$ cat config.mk
export PLATFORM = sky130hd
export DESIGN_NAME = pll_lock_sequencer_flat
export DESIGN_NICKNAME = d
export VERILOG_FILES = /design/src/rtl/pll_lock_sequencer_pkg.sv /design/src/rtl/pll_lock_sequencer_if.sv /design/src/rtl/sync_2ff.sv /design/src/rtl/pll_lock_sequencer.sv /design/src/flat_wrapper.sv
export SDC_FILE = /design/constraint.sdc
export NUM_CORES = 1
export LEC_CHECK = 0
export CAP_MARGIN = 20
export CORE_ASPECT_RATIO = 1.2
export CORE_MARGIN = 4
export CORE_UTILIZATION = 55
export DETAILED_ROUTE_END_ITERATION = 8
export PLACE_DENSITY_LB_ADDON = 0.3
export SYNTH_ARGS = -nofsm -noshare
export SYNTH_HDL_FRONTEND = slang
export SYNTH_SLANG_ARGS = --single-unit
$ cat constraint.sdc
create_clock -name clk -period 2.7 [get_ports clk]
set_input_delay 0.27 -clock clk [delete_from_list [all_inputs] [get_ports clk]]
set_output_delay 0.27 -clock clk [all_outputs]
set_load 0.01 [all_outputs]
$ cat src/rtl/pll_lock_sequencer_pkg.sv
// Shared definitions for the PLL lock sequencer: state codes, the state enum and the
// lock-loss counter ceiling. Imported by the sequencer RTL and by its bench.
package pll_lock_sequencer_pkg;

    localparam logic [2:0] ST_PLL_RST   = 3'd0;
    localparam logic [2:0] ST_WAIT_LOCK = 3'd1;
    localparam logic [2:0] ST_STABILIZE = 3'd2;
    localparam logic [2:0] ST_RUN       = 3'd3;
    localparam logic [2:0] ST_FAULT     = 3'd4;

    localparam logic [7:0] LOSS_CNT_MAX = 8'hFF;

    typedef enum logic [2:0] {
        StPllRst    = ST_PLL_RST,
        StWaitLock  = ST_WAIT_LOCK,
        StStabilize = ST_STABILIZE,
        StRun       = ST_RUN,
        StFault     = ST_FAULT
    } seq_state_e;

    function automatic logic [7:0] sat_inc8(input logic [7:0] v);
        return (v == LOSS_CNT_MAX) ? v : v + 8'd1;
    endfunction

endpackage

$ cat src/rtl/pll_lock_sequencer_if.sv
// PLL-side and status signals of the lock sequencer. The sequencer uses the master modport;
// the surrounding logic (or a bench) uses slave.
interface pll_lock_sequencer_if;
    logic       pll_locked;
    logic       retry;
    logic       pll_resetb;
    logic       sys_reset;
    logic       ready;
    logic       fault;
    logic [3:0] attempt;
    logic [7:0] lock_loss_cnt;
    logic [2:0] state;

    modport master (
        input  pll_locked, retry,
        output pll_resetb, sys_reset, ready, fault, attempt, lock_loss_cnt, state
    );

    modport slave (
        output pll_locked, retry,
        input  pll_resetb, sys_reset, ready, fault, attempt, lock_loss_cnt, state
    );
endinterface

$ cat src/rtl/sync_2ff.sv
// Two-stage synchronizer for signals asynchronous to clk; both stages clear on synchronous reset.
module sync_2ff #(
    parameter int unsigned WIDTH = 1
) (
    input  logic             clk,
    input  logic             reset,
    input  logic [WIDTH-1:0] d,
    output logic [WIDTH-1:0] q
);

    logic [WIDTH-1:0] meta_q;
    logic [WIDTH-1:0] sync_q;

    always_ff @(posedge clk) begin
        if (reset) begin
            meta_q <= '0;
            sync_q <= '0;
        end else begin
            meta_q <= d;
            sync_q <= meta_q;
        end
    end

    assign q = sync_q;

endmodule

$ cat src/rtl/pll_lock_sequencer.sv
// PLL bring-up sequencer: PLL reset, lock wait with timeout/retry, lock qualification, then
// release of sys_reset. Define PLL_SEQ_RELOCK_EN to re-run bring-up on lock loss instead of faulting.
module pll_lock_sequencer
    import pll_lock_sequencer_pkg::*;
#(
    parameter int unsigned PLL_RESET_CYCLES    = 16,
    parameter int unsigned LOCK_TIMEOUT_CYCLES = 160000,
    parameter int unsigned STABLE_CYCLES       = 1024,
    parameter int unsigned MAX_RETRIES         = 3,
    parameter int unsigned CNT_W               = 18
) (
    input  logic                 clk,
    input  logic                 reset,
    pll_lock_sequencer_if.master bus
);

    localparam logic [CNT_W-1:0] RstLast     = CNT_W'(PLL_RESET_CYCLES - 1);
    localparam logic [CNT_W-1:0] TimeoutLast = CNT_W'(LOCK_TIMEOUT_CYCLES - 1);
    localparam logic [CNT_W-1:0] StableLast  = CNT_W'(STABLE_CYCLES - 1);
    localparam logic [3:0]       RetryMax    = 4'(MAX_RETRIES);

    seq_state_e       state_q, state_d;
    logic [CNT_W-1:0] cnt_q, cnt_d;
    logic [3:0]       attempt_q, attempt_d;
    logic [7:0]       loss_q, loss_d;
    logic             pll_resetb_q, sys_reset_q, ready_q, fault_q;
    logic             locked_s;

    sync_2ff #(
        .WIDTH (1)
    ) u_lock_sync (
        .clk   (clk),
        .reset (reset),
        .d     (bus.pll_locked),
        .q     (locked_s)
    );

    always_comb begin
        state_d   = state_q;
        cnt_d     = cnt_q + CNT_W'(1);
        attempt_d = attempt_q;
        loss_d    = loss_q;
        unique case (state_q)
            StPllRst: begin
                if (cnt_q == RstLast) begin
                    state_d = StWaitLock;
                    cnt_d   = '0;
                end
            end
            StWaitLock: begin
                // Lock is checked first so it wins over a coincident timeout.
                if (locked_s) begin
                    state_d = StStabilize;
                    cnt_d   = '0;
                end else if (cnt_q == TimeoutLast) begin
                    cnt_d = '0;
                    if (attempt_q == RetryMax) begin
                        state_d = StFault;
                    end else begin
                        attempt_d = attempt_q + 4'd1;
                        state_d   = StPllRst;
                    end
                end
            end
            StStabilize: begin
                if (!locked_s) begin
                    state_d = StWaitLock;
                    cnt_d   = '0;
                end else if (cnt_q == StableLast) begin
                    state_d   = StRun;
                    cnt_d     = '0;
                    attempt_d = 4'd0;
                end
            end
            StRun: begin
                cnt_d = '0;
                if (!locked_s) begin
                    loss_d = sat_inc8(loss_q);
`ifdef PLL_SEQ_RELOCK_EN
                    state_d   = StPllRst;
                    attempt_d = 4'd0;
`else
                    state_d = StFault;
`endif
                end
            end
            StFault: begin
                cnt_d = '0;
                if (bus.retry) begin
                    state_d   = StPllRst;
                    attempt_d = 4'd0;
                end
            end
            default: begin
                state_d = StPllRst;
                cnt_d   = '0;
            end
        endcase
    end

    always_ff @(posedge clk) begin
        if (reset) begin
            state_q      <= StPllRst;
            cnt_q        <= '0;
            attempt_q    <= 4'd0;
            loss_q       <= 8'd0;
            pll_resetb_q <= 1'b0;
            sys_reset_q  <= 1'b1;
            ready_q      <= 1'b0;
            fault_q      <= 1'b0;
        end else begin
            state_q      <= state_d;
            cnt_q        <= cnt_d;
            attempt_q    <= attempt_d;
            loss_q       <= loss_d;
            // Outputs decoded from the next state so they change together with it.
            pll_resetb_q <= (state_d != StPllRst) && (state_d != StFault);
            sys_reset_q  <= (state_d != StRun);
            ready_q      <= (state_d == StRun);
            fault_q      <= (state_d == StFault);
        end
    end

    assign bus.pll_resetb    = pll_resetb_q;
    assign bus.sys_reset     = sys_reset_q;
    assign bus.ready         = ready_q;
    assign bus.fault         = fault_q;
    assign bus.attempt       = attempt_q;
    assign bus.lock_loss_cnt = loss_q;
    assign bus.state         = state_q;

endmodule
$ cat src/flat_wrapper.sv
// flat-port wrapper written by rule: the top's interface ports become plain ports
module pll_lock_sequencer_flat import pll_lock_sequencer_pkg::*;
#(
    parameter int unsigned PLL_RESET_CYCLES    = 16,
    parameter int unsigned LOCK_TIMEOUT_CYCLES = 160000,
    parameter int unsigned STABLE_CYCLES       = 1024,
    parameter int unsigned MAX_RETRIES         = 3,
    parameter int unsigned CNT_W               = 18
)
  (clk, reset, bus_pll_locked, bus_retry, bus_pll_resetb, bus_sys_reset, bus_ready, bus_fault, bus_attempt, bus_lock_loss_cnt, bus_state);
  pll_lock_sequencer_if bus_i ();
  input  logic clk;
  input  logic reset;
  input wire logic [$bits(bus_i.pll_locked)-1:0] bus_pll_locked;
  input wire logic [$bits(bus_i.retry)-1:0] bus_retry;
  output wire logic [$bits(bus_i.pll_resetb)-1:0] bus_pll_resetb;
  output wire logic [$bits(bus_i.sys_reset)-1:0] bus_sys_reset;
  output wire logic [$bits(bus_i.ready)-1:0] bus_ready;
  output wire logic [$bits(bus_i.fault)-1:0] bus_fault;
  output wire logic [$bits(bus_i.attempt)-1:0] bus_attempt;
  output wire logic [$bits(bus_i.lock_loss_cnt)-1:0] bus_lock_loss_cnt;
  output wire logic [$bits(bus_i.state)-1:0] bus_state;
  assign bus_i.pll_locked = bus_pll_locked;
  assign bus_i.retry = bus_retry;
  assign bus_pll_resetb = bus_i.pll_resetb;
  assign bus_sys_reset = bus_i.sys_reset;
  assign bus_ready = bus_i.ready;
  assign bus_fault = bus_i.fault;
  assign bus_attempt = bus_i.attempt;
  assign bus_lock_loss_cnt = bus_i.lock_loss_cnt;
  assign bus_state = bus_i.state;
  pll_lock_sequencer #(.PLL_RESET_CYCLES(PLL_RESET_CYCLES), .LOCK_TIMEOUT_CYCLES(LOCK_TIMEOUT_CYCLES), .STABLE_CYCLES(STABLE_CYCLES), .MAX_RETRIES(MAX_RETRIES), .CNT_W(CNT_W)) u_core (.clk(clk), .reset(reset), .bus(bus_i));
endmodule
* Word-level counts from Yosys, hierarchy flattened
Cells that the tools add are included.
** Storage, ports and cells
- Bits of input ports :: 4
- Output and inout port bits :: 19
- Logic and storage cells :: 62
- Bits in registers :: 39
** Operators by class
- Muxes and demuxes :: 22
- Reductions and logical operators :: 6
- Bitwise logic cells :: 2
- Add/sub/neg operators :: 3
- Equality and inequality tests :: 19
** Operator list (number)
- $mux 18 :: 5
- $pmux 18 s3 :: 1
- $mux 3 :: 8
- $mux 4 :: 6
- $add 18x1->18 const B :: 1
- $eq 18x10->1 const B :: 1
- $eq 18x18->1 const B :: 1
- $eq 18x4->1 const B :: 1
- $pmux 3 s5 :: 1
- $pmux 4 s3 :: 1
- $eq 3x2->1 const B :: 3
- $add 8x1->8 const B :: 1
- $eq 8x8->1 const B :: 1
- $ne 2x2->1 const B :: 4
- $reduce_and 7->1 :: 1
- $eq 3x3->1 const B :: 2
- $reduce_bool 3->1 :: 2
- $add 4x1->4 const B :: 1
- $eq 4x2->1 const B :: 1
- $ne 2x1->1 const B :: 2
- $eq 3x1->1 const B :: 1
- $logic_not 3->1 :: 1
- $ne 3x2->1 const B :: 1
- $ne 3x3->1 const B :: 1
- 3 further kinds :: 4

* Longest topological paths before layout
- Word-level depth :: 7
- Gate-level depth with buffers :: 7
- Mapped depth without buffers :: 6

* Cells and area by module
From an unflattened synthesis, not the netlist that was laid out.
** Second synthesis, totals
- Cells, all modules :: 199
- Area total of the unflattened synthesis :: 1824.2 um^2
** By module, submodules not included
- pll_lock_sequencer :: times used 1, cells an instance 195, area an instance 1771.7 um^2, seq. area each 740.7 um^2
- sync_2ff :: times used 1, cells an instance 4, area an instance 52.6 um^2, seq. area each 40.0 um^2

* Least setup slack after synthesis
Ideal clock, no wire load.
- Kind :: register to register
- From :: register u_core.cnt_q[11]
- To :: register u_core.cnt_q[9]
- Arrival :: 1.944 ns
- Cell stages (with the launch flop) :: 7
- Path buffers :: 1
- Clock period less this slack :: 2.059 ns
- Path slack :: 0.641 ns
- Data required time :: 2.585 ns
- Setup time :: 0.115 ns
- Cells stage by stage :: dfxtp_1 > or4_4 > nor4_4 > a21oi_2 > o31ai_4 > buf_6 > nor2_1
** On the way
- Cells in the longest elaborated chain, start to end :: 4
- Elaborated cells between the ends (all ways) :: 9
- Classes of those cells :: eq/ne (3); mux (6)
** RTL lines
- from (decl) :: line pll_lock_sequencer.sv:23 : logic [CNT_W-1:0] cnt_q, cnt_d;
- from (signal assigned) :: line pll_lock_sequencer.sv:113 : cnt_q <= cnt_d;
- $eq 18x10->1 / $eq 18x18->1 (equally long branches) :: line pll_lock_sequencer.sv:69, pll_lock_sequencer.sv:55
- $mux 18 (on tied branches) :: line pll_lock_sequencer.sv:69, pll_lock_sequencer.sv:55
- $mux 18 (on tied branches) :: line pll_lock_sequencer.sv:66, pll_lock_sequencer.sv:52
- $pmux 18 s3 * :: line pll_lock_sequencer.sv:43 : unique case (state_q)
Every way passes the cells marked *; elsewhere a longest branch is shown, timed or not.
A chain may end at the register's enable or synchronous reset.

* Worst setup path after layout
- From :: register u_core.cnt_q[0]
- To :: register u_core.attempt_q[2], in the netlist u_core.bus.attempt[2]
** On the way
- Cells in the longest elaborated chain, start to end :: 3
- Elaborated cells between the ends (all ways) :: 5
- Classes of those cells :: eq/ne (4); reduce/logical (1)
** RTL lines
- $eq 18x10->1 / $eq 18x18->1 (equally long branches) :: line pll_lock_sequencer.sv:69, pll_lock_sequencer.sv:55
- $ne 2x1->1 (no source line)
- $reduce_and 7->1 (no source line) *
- to (signal assigned) :: line pll_lock_sequencer.sv:114 : attempt_q <= attempt_d;
- to (decl) :: line pll_lock_sequencer.sv:24 : logic [3:0] attempt_q, attempt_d;
Marked as above.

==> results.py <==
metrics = {
    "timing": {
        "fin_skew_ns": 0.00796,
        "tightest_slew_ns": 0.704,
        "period_needed_ns": 2.24,
        "max_freq_ghz": 0.447,
        "fin_ws_ns": 0.463,
        "relSlewSlack": 0.528,
        "rsz0062_at_grt": "no",
        "period_share": 0.829,
        "setup_viol": 0,
        "setup_tns_ns": 0,
        "final_hold_viol_count": 0,
        "drv_slew": 0,
    },
    "logic_synthesis": {
        "synth_top_area_share": 0.412,
        "syn_area_mm2": 0.00190,
        "synth_area_leader_cell": "dfxtp_1",
        "synth_ff_type": "dfxtp_1",
        "syn_inst": 210,
        "synth_cell_type_count": 46,
        "async_flop_share": 0,
        "synth-edff-count": 0,
        "avgSynthCellArea_um2": 9.03,
        "synth-seq-cells": 39,
        "synth.area.top_cells": "dfxtp_1 41%, nor2_1 7.3%, xnor2_1 6.9%, nand3_1 3.7%, xor2_1 3.7%",
        "syn-num-nets": 217,
        "yosysWarnings": 0,
        "seq_area_frac_synth": 0.412,
    },
    "global_route": {
        "overflow": 0,
        "grt_pass1_vias": 1498,
        "grt_pass1_wl_um": 6620,
        "antenna_found_initial": 0,
        "grt_usage": 0.194,
        "grt_max_degree": 13,
    },
    "floorplanning": {
        "core_area_mm2": 0.00334,
        "die_height_um": 72.3,
        "dieArea_mm2": 0.00445,
        "start_util": 0.568,
        "rows": 23,
        "die_x_um": 61.6,
        "ios": 23,
    },
    "critical_path": {
        "ff2ff_path_depth": 6,
        "cp-start-kind": "flop",
        "r2r_end": "u_core.bus.attempt[2]",
        "critPathCaptureType": "flop",
        "startpoint": "u_core.cnt_q[0]",
        "worstPathRequired_ns": 2.93,
        "r2r_start": "u_core.cnt_q[0]",
        "reg2reg_slack_ns": 0.46,
        "critical_path_class": "flop to flop",
        "cp_data_arrival_time_ns": 2.47,
        "cp_max_fo": 8,
        "crit_path_end": "u_core.bus.attempt[2]",
    },
    "pwr": {
        "switchingPower_w": 0.000221,
        "p_int_w": 0.000775,
        "peakVddDrop_v": 0.000447,
        "pwr-share-comb": 0.030,
        "p_clk_frac": 0.383,
        "swShare": 0.221,
        "powerDensity_mw_per_mm2": 451,
        "p_leak_nw": 0.747,
        "seqPwrFrac": 0.587,
    },
    "cts": {
        "clock-sinks": 39,
        "cts_setup_buffers": 0,
        "ctsHoldBuffers": 0,
        "clkSlewWorstSetupHoldPaths_ns": 0.08,
        "cts_buffers": 5,
        "cts_tree": "yes",
        "cts_resized": 0,
        "cts.root.buffer_cell": "clkbuf_8",
        "cts.path.max_buffers": 2,
        "clock_latency_ns": 0.29,
        "htreeDepth": 2,
    },
    "layout": {
        "num_antenna_cells": 0,
        "finalNetCount": 243,
        "layout_commonest_cell": "dfxtp_1",
        "multiInputGateArea_mm2": 0.00104,
        "drive_gt1_frac": 0.0970,
        "fillers": 281,
        "syn_to_final_growth_pct": 16.4,
        "seq_area_um2": 781,
        "most-common-layout-cells": "39 x dfxtp_1, 37 x nor2_1, 22 x clkdlybuf4s50_1, 15 x xnor2_1, 14 x nand3_1",
        "final_util": 0.661,
    },
    "min_path": {
        "hold_class": "flop to flop",
        "holdCritStartpoint": "u_core.u_lock_sync.meta_q",
        "hold_depth": 1,
    },
    "detailed_routing": {
        "drc_errors": 0,
        "drt_iter0_markers": 34,
        "dr.pass1.iters": 4,
        "dr_total_vias": 1531,
        "viasPerCell": 5.59,
        "wl_per_cell_um": 13.0,
        "routed_wl_um": 3560,
        "final_antenna_net_count": 0,
    },
    "placement": {
        "dp_hpwl_um": 2600,
        "pre_cts_slack_ns": 0.462,
        "gp_congestion": 0.775,
        "portBuffers": 22,
    },
    "status": {
        "status": "finished, final reports clean",
    },
    "job": {
        "maxCapViolCount": 0,
    },
}
-- power groups by stage --
stage	logic [W]	registers (W)	clock network, W
after detailed placement	0.0000299	0.000598	0
after global placement	0.0000295	0.000597	0
after global routing	0.0000346	0.000585	0.000412
after floorplan	0.0000206	0.000597	0
after CTS	0.0000303	0.000584	0.000392
final	0.0000300	0.000584	0.000381
-- area by class of cell --
cell class,instances,share of cell area
Clock buffer,7,0.0346
Clock inverter,1,0.00227
Inverter,4,0.00680
Multi-Input combinational cell,161,0.472
Sequential cell,39,0.354
Tap cell,37,0.0210
Timing Repair Buffer,25,0.110
-- how the worst min path moves through the flow --
stage,to
final,u_core.u_lock_sync.q
after global routing,u_core.u_lock_sync.q
after CTS,u_core.u_lock_sync.q
after detailed placement,u_core.cnt_q[0]
after global placement,u_core.cnt_q[0]
after floorplan,u_core.bus.state[1]
-- critical path: stages, from the launching register on --
cell and delay (ns):
dfxtp_1 0.35, ha_1 0.23, nand3_4 0.14, nor3_1 0.47, o211ai_1 0.28, or4_1 0.57, a21oi_1 0.14
-- cells in the mapped netlist (5+ instances only) --
cell / count
or3_1: 5
nand3_1: 14
xor2_1: 8
nand2_1: 7
a21oi_1: 8
nor2_1: 37
xnor2_1: 15
nor3_1: 6
o21ai_0: 5
nor4_1: 5
dfxtp_1: 39
nor2b_1: 7
-- logic make-up after synthesis --
| kind of cell | Yosys count | share of synthesized area |
|---|---|---|
| flops | 39 | 0.412 |
| fa+ha+maj | 3 | 0.0198 |
| simple gates | 106 | 0.308 |
| xor+xnor | 23 | 0.106 |
| mux | 1 | 0.00528 |
| buf+inv | 10 | 0.0389 |
| compound gates | 28 | 0.110 |
-- sequential cells by signal (all words and copies together) (netlist names) --
| register | flops |
|---|---|
| u_core.cnt_q | 18 |
| u_core.bus.lock_loss_cnt | 8 |
| u_core.bus.attempt | 4 |
| u_core.bus.state | 3 |
| u_core.bus.fault | 1 |
| u_core.bus.pll_resetb | 1 |
| u_core.bus.ready | 1 |
| u_core.bus.sys_reset | 1 |
| u_core.u_lock_sync.meta_q | 1 |
| u_core.u_lock_sync.q | 1 |
-- per-layer routing --
| layer | global-route usage | routed length [µm] | share of wire | up-vias |
|---|---|---|---|---|
| met3 | 0.0409 | 94 | 0.026 | 12 |
| met2 | 0.289 | 1670 | 0.47 | 27 |
| met1 | 0.257 | 1690 | 0.47 | 703 |
| li1 | - | - | - | 789 |
| met5 | 0 | 0 | 0 | - |
| met4 | 0.106 | 115 | 0.032 | 0 |
-- through the flow --
step	area (µm²)	power [W]	hold slack [ns]	std cells
global placement	2130	0.000627	0.425	266
floorplan	1900	0.000618	0.373	210
CTS	2210	0.00101	0.453	274
global route	2210	0.00103	0.476	274
finish	2210	0.000996	0.445	274
detailed placement	2130	0.000628	0.436	266
No activity file was read; power rests on OpenSTA's default activity.
